<file path="src/rtl/fifo_stream_pkg.sv">
// Shared definitions for the FIFO read-side stream adapter.
//   DEF_FIFO_WIDTH : default beat data width
//   DEF_BUF_DEPTH  : default output buffer depth
//   DEF_CNT_W      : default delivered-beat counter width
//   stream_beat_t  : one valid/data stream beat, reusable by drivers and monitors
package fifo_stream_pkg;

    localparam int unsigned DEF_FIFO_WIDTH = 32;
    localparam int unsigned DEF_BUF_DEPTH  = 3;
    localparam int unsigned DEF_CNT_W      = 16;

    typedef struct packed {
        logic                      valid;
        logic [DEF_FIFO_WIDTH-1:0] data;
    } stream_beat_t;

endpackage

</file>
<file path="src/rtl/fifo_drain_buf.sv">
// Circular output buffer for the FIFO drain stream.
//   clk, rstN   : clock, asynchronous active-low reset
//   push        : write push_data at the write pointer (caller guarantees space)
//   push_data   : data to store
//   pop         : release the head entry (caller guarantees occ != 0)
//   flush       : discard all contents and rewind both pointers
//   occ         : registered occupancy
//   occ_next_c  : combinational occupancy after this cycle's push/pop/flush
//   head        : registered copy of the entry at the read pointer
module fifo_drain_buf
    import fifo_stream_pkg::*;
#(
    parameter int unsigned WIDTH = DEF_FIFO_WIDTH,
    parameter int unsigned DEPTH = DEF_BUF_DEPTH,
    parameter int unsigned LVL_W = $clog2(DEPTH + 1)
) (
    input  logic             clk,
    input  logic             rstN,
    input  logic             push,
    input  logic [WIDTH-1:0] push_data,
    input  logic             pop,
    input  logic             flush,
    output logic [LVL_W-1:0] occ,
    output logic [LVL_W-1:0] occ_next_c,
    output logic [WIDTH-1:0] head
);

    localparam int unsigned PTR_W = (DEPTH > 1) ? $clog2(DEPTH) : 1;

    logic [WIDTH-1:0] mem [DEPTH];
    logic [PTR_W-1:0] wr_ptr;
    logic [PTR_W-1:0] rd_ptr;
    logic [PTR_W-1:0] wr_ptr_next;
    logic [PTR_W-1:0] rd_ptr_next;
    logic [WIDTH-1:0] head_next;

    // Pointers wrap explicitly so DEPTH need not be a power of two.
    function automatic logic [PTR_W-1:0] ptr_inc(input logic [PTR_W-1:0] p);
        return (p == PTR_W'(DEPTH - 1)) ? '0 : p + PTR_W'(1);
    endfunction

    // Next pointer / occupancy state.
    always_comb begin
        occ_next_c  = occ;
        wr_ptr_next = wr_ptr;
        rd_ptr_next = rd_ptr;
        if (flush) begin
            occ_next_c  = '0;
            wr_ptr_next = '0;
            rd_ptr_next = '0;
        end else begin
            if (push) wr_ptr_next = ptr_inc(wr_ptr);
            if (pop)  rd_ptr_next = ptr_inc(rd_ptr);
            case ({push, pop})
                2'b10:   occ_next_c = occ + LVL_W'(1);
                2'b01:   occ_next_c = occ - LVL_W'(1);
                default: occ_next_c = occ;
            endcase
        end
    end

    // Next head: a push landing in the slot that becomes head bypasses the array.
    always_comb begin
        head_next = head;
        if (!flush) begin
            if (push && (wr_ptr == rd_ptr_next)) head_next = push_data;
            else                                 head_next = mem[rd_ptr_next];
        end
    end

    // Storage array; contents are only observed through the reset head register.
    always_ff @(posedge clk) begin
        if (push && !flush) mem[wr_ptr] <= push_data;
    end

    // Control state.
    always_ff @(posedge clk or negedge rstN) begin
        if (!rstN) begin
            occ    <= '0;
            wr_ptr <= '0;
            rd_ptr <= '0;
            head   <= '0;
        end else begin
            occ    <= occ_next_c;
            wr_ptr <= wr_ptr_next;
            rd_ptr <= rd_ptr_next;
            head   <= head_next;
        end
    end

endmodule

</file>
<file path="src/rtl/fifo_drain_stream.sv">
// Read-side consumer of a synchronous FIFO, presenting a valid/ready stream.
// A credit check on the output buffer hides the FIFO's one-cycle read latency.
//   clk, rstN      : clock, asynchronous active-low reset
//   fifo_empty     : FIFO empty flag
//   fifo_data_out  : FIFO read data, valid the cycle after fifo_rd_en
//   fifo_rd_en     : FIFO read enable (registered)
//   flush          : synchronous discard of buffered and in-flight data
//   m_valid/m_ready/m_data : output stream
//   buf_level      : output buffer occupancy
//   beat_cnt       : completed handshakes, wrapping
module fifo_drain_stream
    import fifo_stream_pkg::*;
#(
    parameter int unsigned FIFO_WIDTH = DEF_FIFO_WIDTH,
    parameter int unsigned BUF_DEPTH  = DEF_BUF_DEPTH,
    parameter int unsigned CNT_W      = DEF_CNT_W
) (
    input  logic                           clk,
    input  logic                           rstN,
    input  logic                           fifo_empty,
    input  logic [FIFO_WIDTH-1:0]          fifo_data_out,
    output logic                           fifo_rd_en,
    input  logic                           flush,
    output logic                           m_valid,
    input  logic                           m_ready,
    output logic [FIFO_WIDTH-1:0]          m_data,
    output logic [$clog2(BUF_DEPTH+1)-1:0] buf_level,
    output logic [CNT_W-1:0]               beat_cnt
);

    localparam int unsigned LVL_W = $clog2(BUF_DEPTH + 1);
    localparam int unsigned SUM_W = LVL_W + 1;

    logic             inflight;
    logic             drop;
    logic             capture_c;
    logic             pop_c;
    logic             rd_en_next_c;
    logic [LVL_W-1:0] occ;
    logic [LVL_W-1:0] occ_next_c;

    // A beat returning during a flush, or from a read issued in the flush cycle, is discarded.
    assign capture_c = inflight && !drop && !flush;
    assign pop_c     = m_valid && m_ready;
    assign buf_level = occ;

    fifo_drain_buf #(
        .WIDTH (FIFO_WIDTH),
        .DEPTH (BUF_DEPTH),
        .LVL_W (LVL_W)
    ) u_buf (
        .clk        (clk),
        .rstN       (rstN),
        .push       (capture_c),
        .push_data  (fifo_data_out),
        .pop        (pop_c),
        .flush      (flush),
        .occ        (occ),
        .occ_next_c (occ_next_c),
        .head       (m_data)
    );

    // Issue only if the slot is guaranteed: next occupancy plus the read now in flight.
    // m_ready reaches this only through occ_next_c, which feeds a register.
    always_comb begin
        rd_en_next_c = 1'b0;
        if (!fifo_empty && !flush &&
            ((SUM_W'(occ_next_c) + SUM_W'(fifo_rd_en)) < SUM_W'(BUF_DEPTH))) begin
            rd_en_next_c = 1'b1;
        end
    end

    // Read issue, in-flight tracking, valid and handshake counter.
    always_ff @(posedge clk or negedge rstN) begin
        if (!rstN) begin
            fifo_rd_en <= 1'b0;
            inflight   <= 1'b0;
            drop       <= 1'b0;
            m_valid    <= 1'b0;
            beat_cnt   <= '0;
        end else begin
            fifo_rd_en <= rd_en_next_c;
            inflight   <= fifo_rd_en;
            drop       <= flush && fifo_rd_en;
            m_valid    <= (occ_next_c != '0);
            if (pop_c) beat_cnt <= beat_cnt + CNT_W'(1);
        end
    end

endmodule

</file>
<file path="config.mk">
export PLATFORM = sky130hd
export DESIGN_NAME = fifo_drain_stream
export DESIGN_NICKNAME = d
export VERILOG_FILES = /design/src/rtl/fifo_stream_pkg.sv /design/src/rtl/fifo_drain_buf.sv /design/src/rtl/fifo_drain_stream.sv
export SDC_FILE = /design/constraint.sdc
export NUM_CORES = 1
export LEC_CHECK = 0
export CAP_MARGIN = 20
export CORE_MARGIN = 2
export CORE_UTILIZATION = 55
export CTS_BUF_LIST = sky130_fd_sc_hd__clkbuf_16
export DETAILED_ROUTE_END_ITERATION = 12
export PLACE_DENSITY_LB_ADDON = 0.08
export REMOVE_ABC_BUFFERS = 1
export SYNTH_ARGS = -nofsm -noshare
export SYNTH_HDL_FRONTEND = slang
export SYNTH_HIERARCHICAL = 1
export SYNTH_SLANG_ARGS = --single-unit
</file>
<file path="constraint.sdc">
create_clock -name clk -period 10.7 [get_ports clk]
set_input_delay 2.14 -clock clk [delete_from_list [all_inputs] [get_ports clk]]
set_output_delay 2.14 -clock clk [all_outputs]
set_load 0.02 [all_outputs]
</file>
==> results of run 1 <==
==> synthesized netlist by cell type (2+ instances only) <==
cell / n / area share
nand4_1: 5 / 0.0043
dfrtp_1: 58 / 0.20
clkbuf_1: 38 / 0.020
o311ai_1: 32 / 0.039
nor4_1: 33 / 0.029
or4_1: 32 / 0.033
mux2i_1: 2 / 0.0028
buf_4: 2 / 0.0021
nand3b_1: 2 / 0.0021
nor4b_1: 2 / 0.0024
nor2b_1: 32 / 0.028
a21oi_1: 34 / 0.024
ha_1: 4 / 0.0069
a21o_1: 2 / 0.0021
nand2_1: 39 / 0.020
xnor2_1: 14 / 0.017
xor2_1: 5 / 0.0061
buf_6: 5 / 0.0078
nor2_1: 106 / 0.055
o21ai_0: 65 / 0.045
and3_1: 2 / 0.0017
inv_1: 34 / 0.018
edfxtp_1: 96 / 0.40
nand3_1: 3 / 0.0021
buf_2: 12 / 0.0083
==> logic make-up (layout without fill, tap and decap cells) <==
logic type | Yosys count | after routing | share of synthesized area
compound gates | 138 | 138 | 0.119
xor+xnor | 19 | 19 | 0.0230
fa+ha+maj | 4 | 4 | 0.00693
buf+inv | 92 | 167 | 0.0561
flops | 154 | 154 | 0.600
mux | 3 | 3 | 0.00433
simple gates | 268 | 268 | 0.191
==> registers in the layout (all words and copies together), names as in the netlist <==
| name | cells |
|---|---|
| u_buf/wr_ptr | 2 |
| u_buf/rd_ptr | 2 |
| beat_cnt | 16 |
| drop | 1 |
| u_buf/mem | 96 |
| u_buf/occ | 2 |
| m_valid | 1 |
| inflight | 1 |
| u_buf/head | 32 |
| fifo_rd_en | 1 |
==> stage by stage <==
stage	util	hold WS, ns
finish	0.685	0.437
global route	0.685	0.469
CTS	0.685	0.445
detailed placement	0.641	0.431
global placement	0.641	0.417
floorplan	-	0.530
==> per-layer routing <==
layer | vias up | track usage | share of wire
li1 | 2586 | - | -
met1 | 2679 | 0.302 | 0.41
met2 | 171 | 0.409 | 0.51
met3 | 29 | 0.0661 | 0.060
met4 | 0 | 0.0871 | 0.014
met5 | - | 0 | 0
==> cell type report <==
cell class | instances | share of cell area
flip-flops and latches | 154 | 0.498
repair buffers | 100 | 0.110
clock inverters | 15 | 0.0159
well taps | 172 | 0.0247
multi-input cells | 432 | 0.287
clock buffers | 17 | 0.0488
inverters | 35 | 0.0151
==> path summary, 6_finish.rpt <==
path                       slack, ns               to
min reg2reg                     0.44         inflight
max reg2reg                     7.55    u_buf/head[4]
min in group asynchronous       1.90   u_buf/head[17]
max                             6.17    u_buf/head[4]
max in group asynchronous       8.16  u_buf/rd_ptr[0]
min                             0.44         inflight
==> power breakdown <==
part,switching [mW],internal (mW)
sequential,0.0479,0.674
clock,0.217,0.357
combinational,0.152,0.131
==> results.cfg, run 1 <==
[hold_path]
holdPathStages = 0
hp-class = reg -> reg
holdCritStartpoint = fifo_rd_en

[cts]
clk_pin_slew_ns = 0.06
clock_sinks = 154
cts-root-buf = clkbuf_16
cts_max_path_buffers = 2
htree_levels = 4
cts_tree = done
cts_setup_buffers = 0
worstSkewPairLatency_ns = 0.42
holdBufCountCts = 0
cts_buffers = 17
cts_resized = 0

[global_route]
grt_pass1_vias = 5310
grt_max_degree = 105
antenna_found_initial = 0
grt_first_pass_wirelength_um = 26800
gr-total-overflow = 0
globalRouteTotalUtil = 0.243

[critical_path]
cp_num_cells = 10
rr_worst_depth = 6
cp_common_cell = buf_4
crit_buf_inv = 4
crit_chain = clkdlybuf4s50_1 -> nand2_1 -> inv_1 -> buf_4 -> nand2b_1 -> a21o_1 -> buf_4 -> nor2_1 -> or4_1 -> o311ai_1
slowest_stage = clkdlybuf4s50_1
cpPeakStageDelay_ns = 0.48
crit_family = buffers and inverters
critPathCaptureType = flop
crit_type = in -> reg
path_max_fanout = 40
critPathRequiredTime_ns = 11.00
arrival_ns = 4.84
crit_path_start = m_ready
startpoint_type = primary input
r2r-start = u_buf/rd_ptr[0]

[place]
port_buffers = 88
dpl.cell_count = 893
place_ws_ns = 5.71
post_dp_cell_area_um2 = 8160
dp_hpwl_um = 9530
routabilityCongestion = 0.761

[floorplanning]
rows = 41
fp.coreArea_um2 = 12700
die_w_um = 119
num_io_pins = 89
die-area_um2 = 14100
die_h_um = 119
start_util = 0.568

[job]
drv_cap = 0

[timing]
hold_viol_final = 0
rsz0062_at_grt = false
setup_viol = 0
worstMarginPinSlew_ns = 1.02
fin_ws_ns = 6.17
max_slew_margin = 0.320
finClkSkew_ns = 0.00548
period_share = 0.424
max_freq_mhz = 221
fin_tns_setup_ns = 0
min_period_ns = 4.53
slew_viol_final = 0

[yosys]
netlist_area_um2 = 7230
yosys_most_used_dff = edfxtp_1
ys_ff_latch = 154
synth_edf_count = 96
syn_inst = 678
synth_area_per_cell_um2 = 10.7
yosysWarnings = 6
ys_types = 44
yosysSeqAreaShare = 0.600
async_flop_share = 0.377

[drt]
drtIter0Drc = 391
wl_per_cell_um = 18.0
vias = 5465
avgViaCountPerCell = 5.91
drtAntennaViolNets = 0
drt-total-wl_um = 16700
firstDrtPassIters = 5
drcViolationCount = 0

[cells_and_area]
final_cells = 925
multi_input_area_um2 = 2510
synthToLayoutAreaGrowth_pct = 20.7
final_cell_mix = 106 x nor2_1, 96 x edfxtp_1, 86 x clkdlybuf4s50_1
design_area_um2 = 8720
final_common_cell = nor2_1
register_area_um2 = 4340
fillers = 1011
drive_gt1_frac = 0.0717
antennaDiodeCount = 0
fin_nets = 781

[pwr]
powerDensity_nw_per_um2 = 181
finalPower_mw = 1.58
p_leak_nw = 3.29
ir_worst_vdd_mv = 0.190

[run_status]
status = finished, final reports clean
Note: power is estimated with default switching activity, not from simulation.
==> run 2: changes to the inputs <==
==> constraint.sdc (replaced) <==
create_clock -name clk -period 4.3 [get_ports clk]
set_input_delay 0.86 -clock clk [delete_from_list [all_inputs] [get_ports clk]]
set_output_delay 0.86 -clock clk [all_outputs]
set_load 0.02 [all_outputs]
==> run 2 against run 1 <==
Wire length fell by 0.64%. Cell count did not move. Critical path depth fell by 2. Via count fell by 1.3%. Highest routed layer unchanged. Worst hold slack improved by 0.023 ns. Critical endpoint is now fifo_rd_en. First-iteration DRC count rose by 9.0%.
==> results.cfg, run 2 (synthesis gave the netlist of run 1 again) <==
[floorplanning]
fp.coreArea_um2 = 12700
die-area_um2 = 14100
start_util = 0.568
die_w_um = 119
num_io_pins = 89
die_h_um = 119
rows = 41

[cells_and_area]
fin_nets = 781
multi_input_area_um2 = 2510
largestRegisters = u_buf/mem x96, u_buf/head x32, beat_cnt x16
register_area_um2 = 4340
final_core_util = 0.682
fillers = 981
top_register = u_buf/mem
final_cell_mix = 106 x nor2_1, 96 x edfxtp_1, 86 x clkdlybuf4s50_1
synthToLayoutAreaGrowth_pct = 20.0
final_common_cell = nor2_1
drive_gt1_frac = 0.0651
design_area_um2 = 8670
largest_register_ffs = 96
antennaDiodeCount = 0

[critical_path]
startpoint_type = primary input
arrival_ns = 3.27
critPathRequiredTime_ns = 4.58
crit_type = in -> reg
path_max_fanout = 7
critPathCaptureType = flop

[timing]
setup_viol = 0
hold_viol_final = 0
min_period_ns = 3.00
slew_viol_final = 0
max_slew_margin = 0.317
period_share = 0.697
fin_ws_ns = 1.30
finClkSkew_ns = 0.00664
rsz0062_at_grt = false
max_freq_mhz = 334
fin_tns_setup_ns = 0
worstMarginPinSlew_ns = 1.02

[drt]
drt-total-wl_um = 16600
drcViolationCount = 0
drtAntennaViolNets = 0
firstDrtPassIters = 7
vias = 5394
avgViaCountPerCell = 5.83
drtIter0Drc = 426
wl_per_cell_um = 17.9

[global_route]
antenna_found_initial = 0
grt_first_pass_wirelength_um = 26800
globalRouteTotalUtil = 0.241
grt_pass1_vias = 5334
grt_max_degree = 174
gr-total-overflow = 0

[cts]
cts_resized = 0
cts_setup_buffers = 0
cts_max_path_buffers = 2
worstSkewPairLatency_ns = 0.42
htree_levels = 4
clock_sinks = 154
cts-root-buf = clkbuf_16
holdBufCountCts = 0
cts_tree = done
clk_pin_slew_ns = 0.05
cts_buffers = 17

[pwr]
ir_worst_vdd_mv = 0.275
p_leak_nw = 3.28
powerDensity_nw_per_um2 = 435

[run_status]
status = finished, final reports clean

[place]
dp_hpwl_um = 9470
place_ws_ns = 0.876
port_buffers = 88
routabilityCongestion = 0.771
post_dp_cell_area_um2 = 8170

[hold_path]
hp-class = reg -> reg

[job]
drv_cap = 0
-- run 2: worst paths after layout --
check | cells after the start | end | startpoint | slack (ns)
max in group asynchronous | 2 | fifo_rd_en | rstN | 2.81
min in group asynchronous | 1 | u_buf/head[31] | rstN | 0.60
worst min register to register | 0 | inflight | fifo_rd_en | 0.46
worst max-delay path | 8 | fifo_rd_en | flush | 1.30
worst max register to register | 6 | u_buf/head[22] | u_buf/rd_ptr[0] | 1.42
worst min-delay path | 0 | inflight | fifo_rd_en | 0.46
-- run 2: critical path, stage by stage --
cell and delay [ns]:
buf_4 0.14, nor3b_1 0.42, inv_2 0.19, ha_1 0.38, or3_1 0.38, a21oi_1 0.22, ha_1 0.27, a2111oi_0 0.40
-- run 2: final cells by class --
class | instances | area share
Clock inverter | 14 | 0.00606
Timing Repair Buffer | 100 | 0.113
Multi-Input combinational cell | 432 | 0.289
Clock buffer | 18 | 0.0519
Tap cell | 172 | 0.0248
Inverter | 35 | 0.0152
Sequential cell | 154 | 0.500
-- run 2: metal layers --
metal  global-route usage  share of wire  up-vias
met4               0.0878          0.017        0
met3               0.0473          0.046       23
met2                0.409           0.51      154
met1                0.309           0.43     2647
li1                     -              -     2570
met5                    0              0        -
-- run 2: stage by stage --
stage          instances  hold WS [ns]  power [mW]
6_report             925         0.460        3.77
5_1_grt              925         0.486        3.94
4_1_cts              925         0.460        3.79
3_5_place_dp         893         0.450        2.53
3_3_place_gp         893         0.443        2.50
2_1_floorplan        621         0.530        2.16
-- run 2: power by group --
| part | leakage (nW) | internal (mW) | switching [mW] | total [mW] |
|---|---|---|---|---|
| combinational | 1.41 | 0.330 | 0.378 | 0.709 |
| clock | 0.270 | 0.741 | 0.525 | 1.27 |
| sequential | 1.60 | 1.68 | 0.117 | 1.79 |
==> run 3: changes to the inputs <==
==> constraint.sdc (replaced) <==
create_clock -name clk -period 3 [get_ports clk]
set_input_delay 0.6 -clock clk [delete_from_list [all_inputs] [get_ports clk]]
set_output_delay 0.6 -clock clk [all_outputs]
set_load 0.02 [all_outputs]
==> run 3 against run 2 <==
Sequential cell count unchanged. Core utilization rose by 1.3 points. Final area increased by 1.9%. Critical endpoint unchanged. Largest cell class unchanged.
==> results.cfg, run 3 (synthesis gave the netlist of run 1 again) <==
[cts]
cts_tree = done
cts_resized = 0
cts_setup_buffers = 0
worstSkewPairLatency_ns = 0.42
holdBufCountCts = 0
cts_buffers = 17
cts-root-buf = clkbuf_16
htree_levels = 4
clock_sinks = 154
cts_max_path_buffers = 2
clk_pin_slew_ns = 0.06

[global_route]
grt_first_pass_wirelength_um = 26200
grtUsageMet3 = 0.0632
grt.met1_usage = 0.300
gr-total-overflow = 0
grt-busiest-layer = met2
use_met2 = 0.404
globalRouteTotalUtil = 0.239
grt_max_degree = 158
antenna_found_initial = 0
grt_pass1_vias = 5260

[cells_and_area]
final_cell_mix = 106 x nor2_1, 96 x edfxtp_1, 86 x clkdlybuf4s50_1
top_register = u_buf/mem
synthToLayoutAreaGrowth_pct = 22.3
antennaDiodeCount = 0
drive_gt1_frac = 0.0877
largestRegisters = u_buf/mem x96, u_buf/head x32, beat_cnt x16
final_common_cell = nor2_1
largest_register_ffs = 96
fin_nets = 792

[hold_path]
hp-class = in -> async

[job]
drv_cap = 0

[pwr]
powerDensity_nw_per_um2 = 634
finalPower_mw = 5.61
ir_worst_vdd_mv = 0.418
p_leak_nw = 3.37

[place]
port_buffers = 88
routabilityCongestion = 0.759
dp_hpwl_um = 9850

[drt]
avgViaCountPerCell = 5.83
drt-total-wl_um = 16200
drtAntennaViolNets = 0
vias = 5455
wl_per_cell_um = 17.3
drcViolationCount = 0
firstDrtPassIters = 5
drtIter0Drc = 435

[timing]
slew_viol_final = 0
hold_slack_ns = 0.243
max_freq_mhz = 388
min_period_ns = 2.58
setup_viol = 0
worstMarginPinSlew_ns = 0.819
max_slew_margin = 0.454
finClkSkew_ns = 0.00632
hold_viol_final = 0
rsz0062_at_grt = false
period_share = 0.860

[critical_path]
crit_type = in -> reg
startpoint_type = primary input
path_max_fanout = 3
slowest_stage = clkdlybuf4s50_1
arrival_ns = 2.86
critPathCaptureType = flop
crit_chain = clkdlybuf4s50_1 -> nand2_1 -> inv_1 -> ha_1 -> or3_1 -> a21oi_1 -> ha_1 -> a2111oi_0
critPathRequiredTime_ns = 3.28
cpPeakStageDelay_ns = 0.43
cp_common_cell = ha_1

[floorplanning]
start_util = 0.568
num_io_pins = 89
rows = 41
fp.coreArea_um2 = 12700
die-area_um2 = 14100
die_h_um = 119
die_w_um = 119

[run_status]
status = finished, final reports clean
run 3: final cells by class:
cell class	count	area, um2
Fill cell	990	3890
Inverter	35	131
Tap cell	172	215
Timing Repair Buffer	111	1070
Clock buffer	21	526
Multi-Input combinational cell	432	2510
Sequential cell	154	4340
Clock inverter	11	46.3
run 3: routing by layer:
metal  wire (um)  vias to the layer above
met4         195                        0
met5           0                        -
li1            -                     2604
met1        6920                     2679
met3         821                       20
met2        8270                      152
run 3: power by group:
group	internal, mW	switching (mW)
clock network	1.23	0.786
registers	2.40	0.117
logic	0.485	0.584
total	4.12	1.49
run 3: path summary, 6_finish.rpt:
check,startpoint,endpoint,slack [ns],cells after the start
hold / removal,rstN,u_buf/head[7],0.24,1
min in group clk,fifo_rd_en,inflight,0.43,0
setup reg to reg,drop,fifo_rd_en,0.49,7
max in group asynchronous,rstN,u_buf/head[31],1.99,2
hold reg to reg,fifo_rd_en,inflight,0.43,0
setup / recovery,m_ready,fifo_rd_en,0.42,8
run 3: critical path, delay by kind of cell:
kind,cells,cell delay [ns]
fa+ha+maj,2,0.58
simple gates,2,0.51
compound gates,2,0.66
buf+inv,2,0.50
run 3: stage by stage:
stage	area [um2]	setup TNS, ns	std cells	utilization	setup WS, ns
after global placement	8260	0	904	0.649	0.135
after global routing	8830	0	936	0.694	0.232
after floorplan	6950	-203.45	621	-	-2.05
final	8830	0	936	0.694	0.421
after detailed placement	8260	-0.0619	904	0.649	-0.0619
after CTS	8830	0	936	0.694	0.366
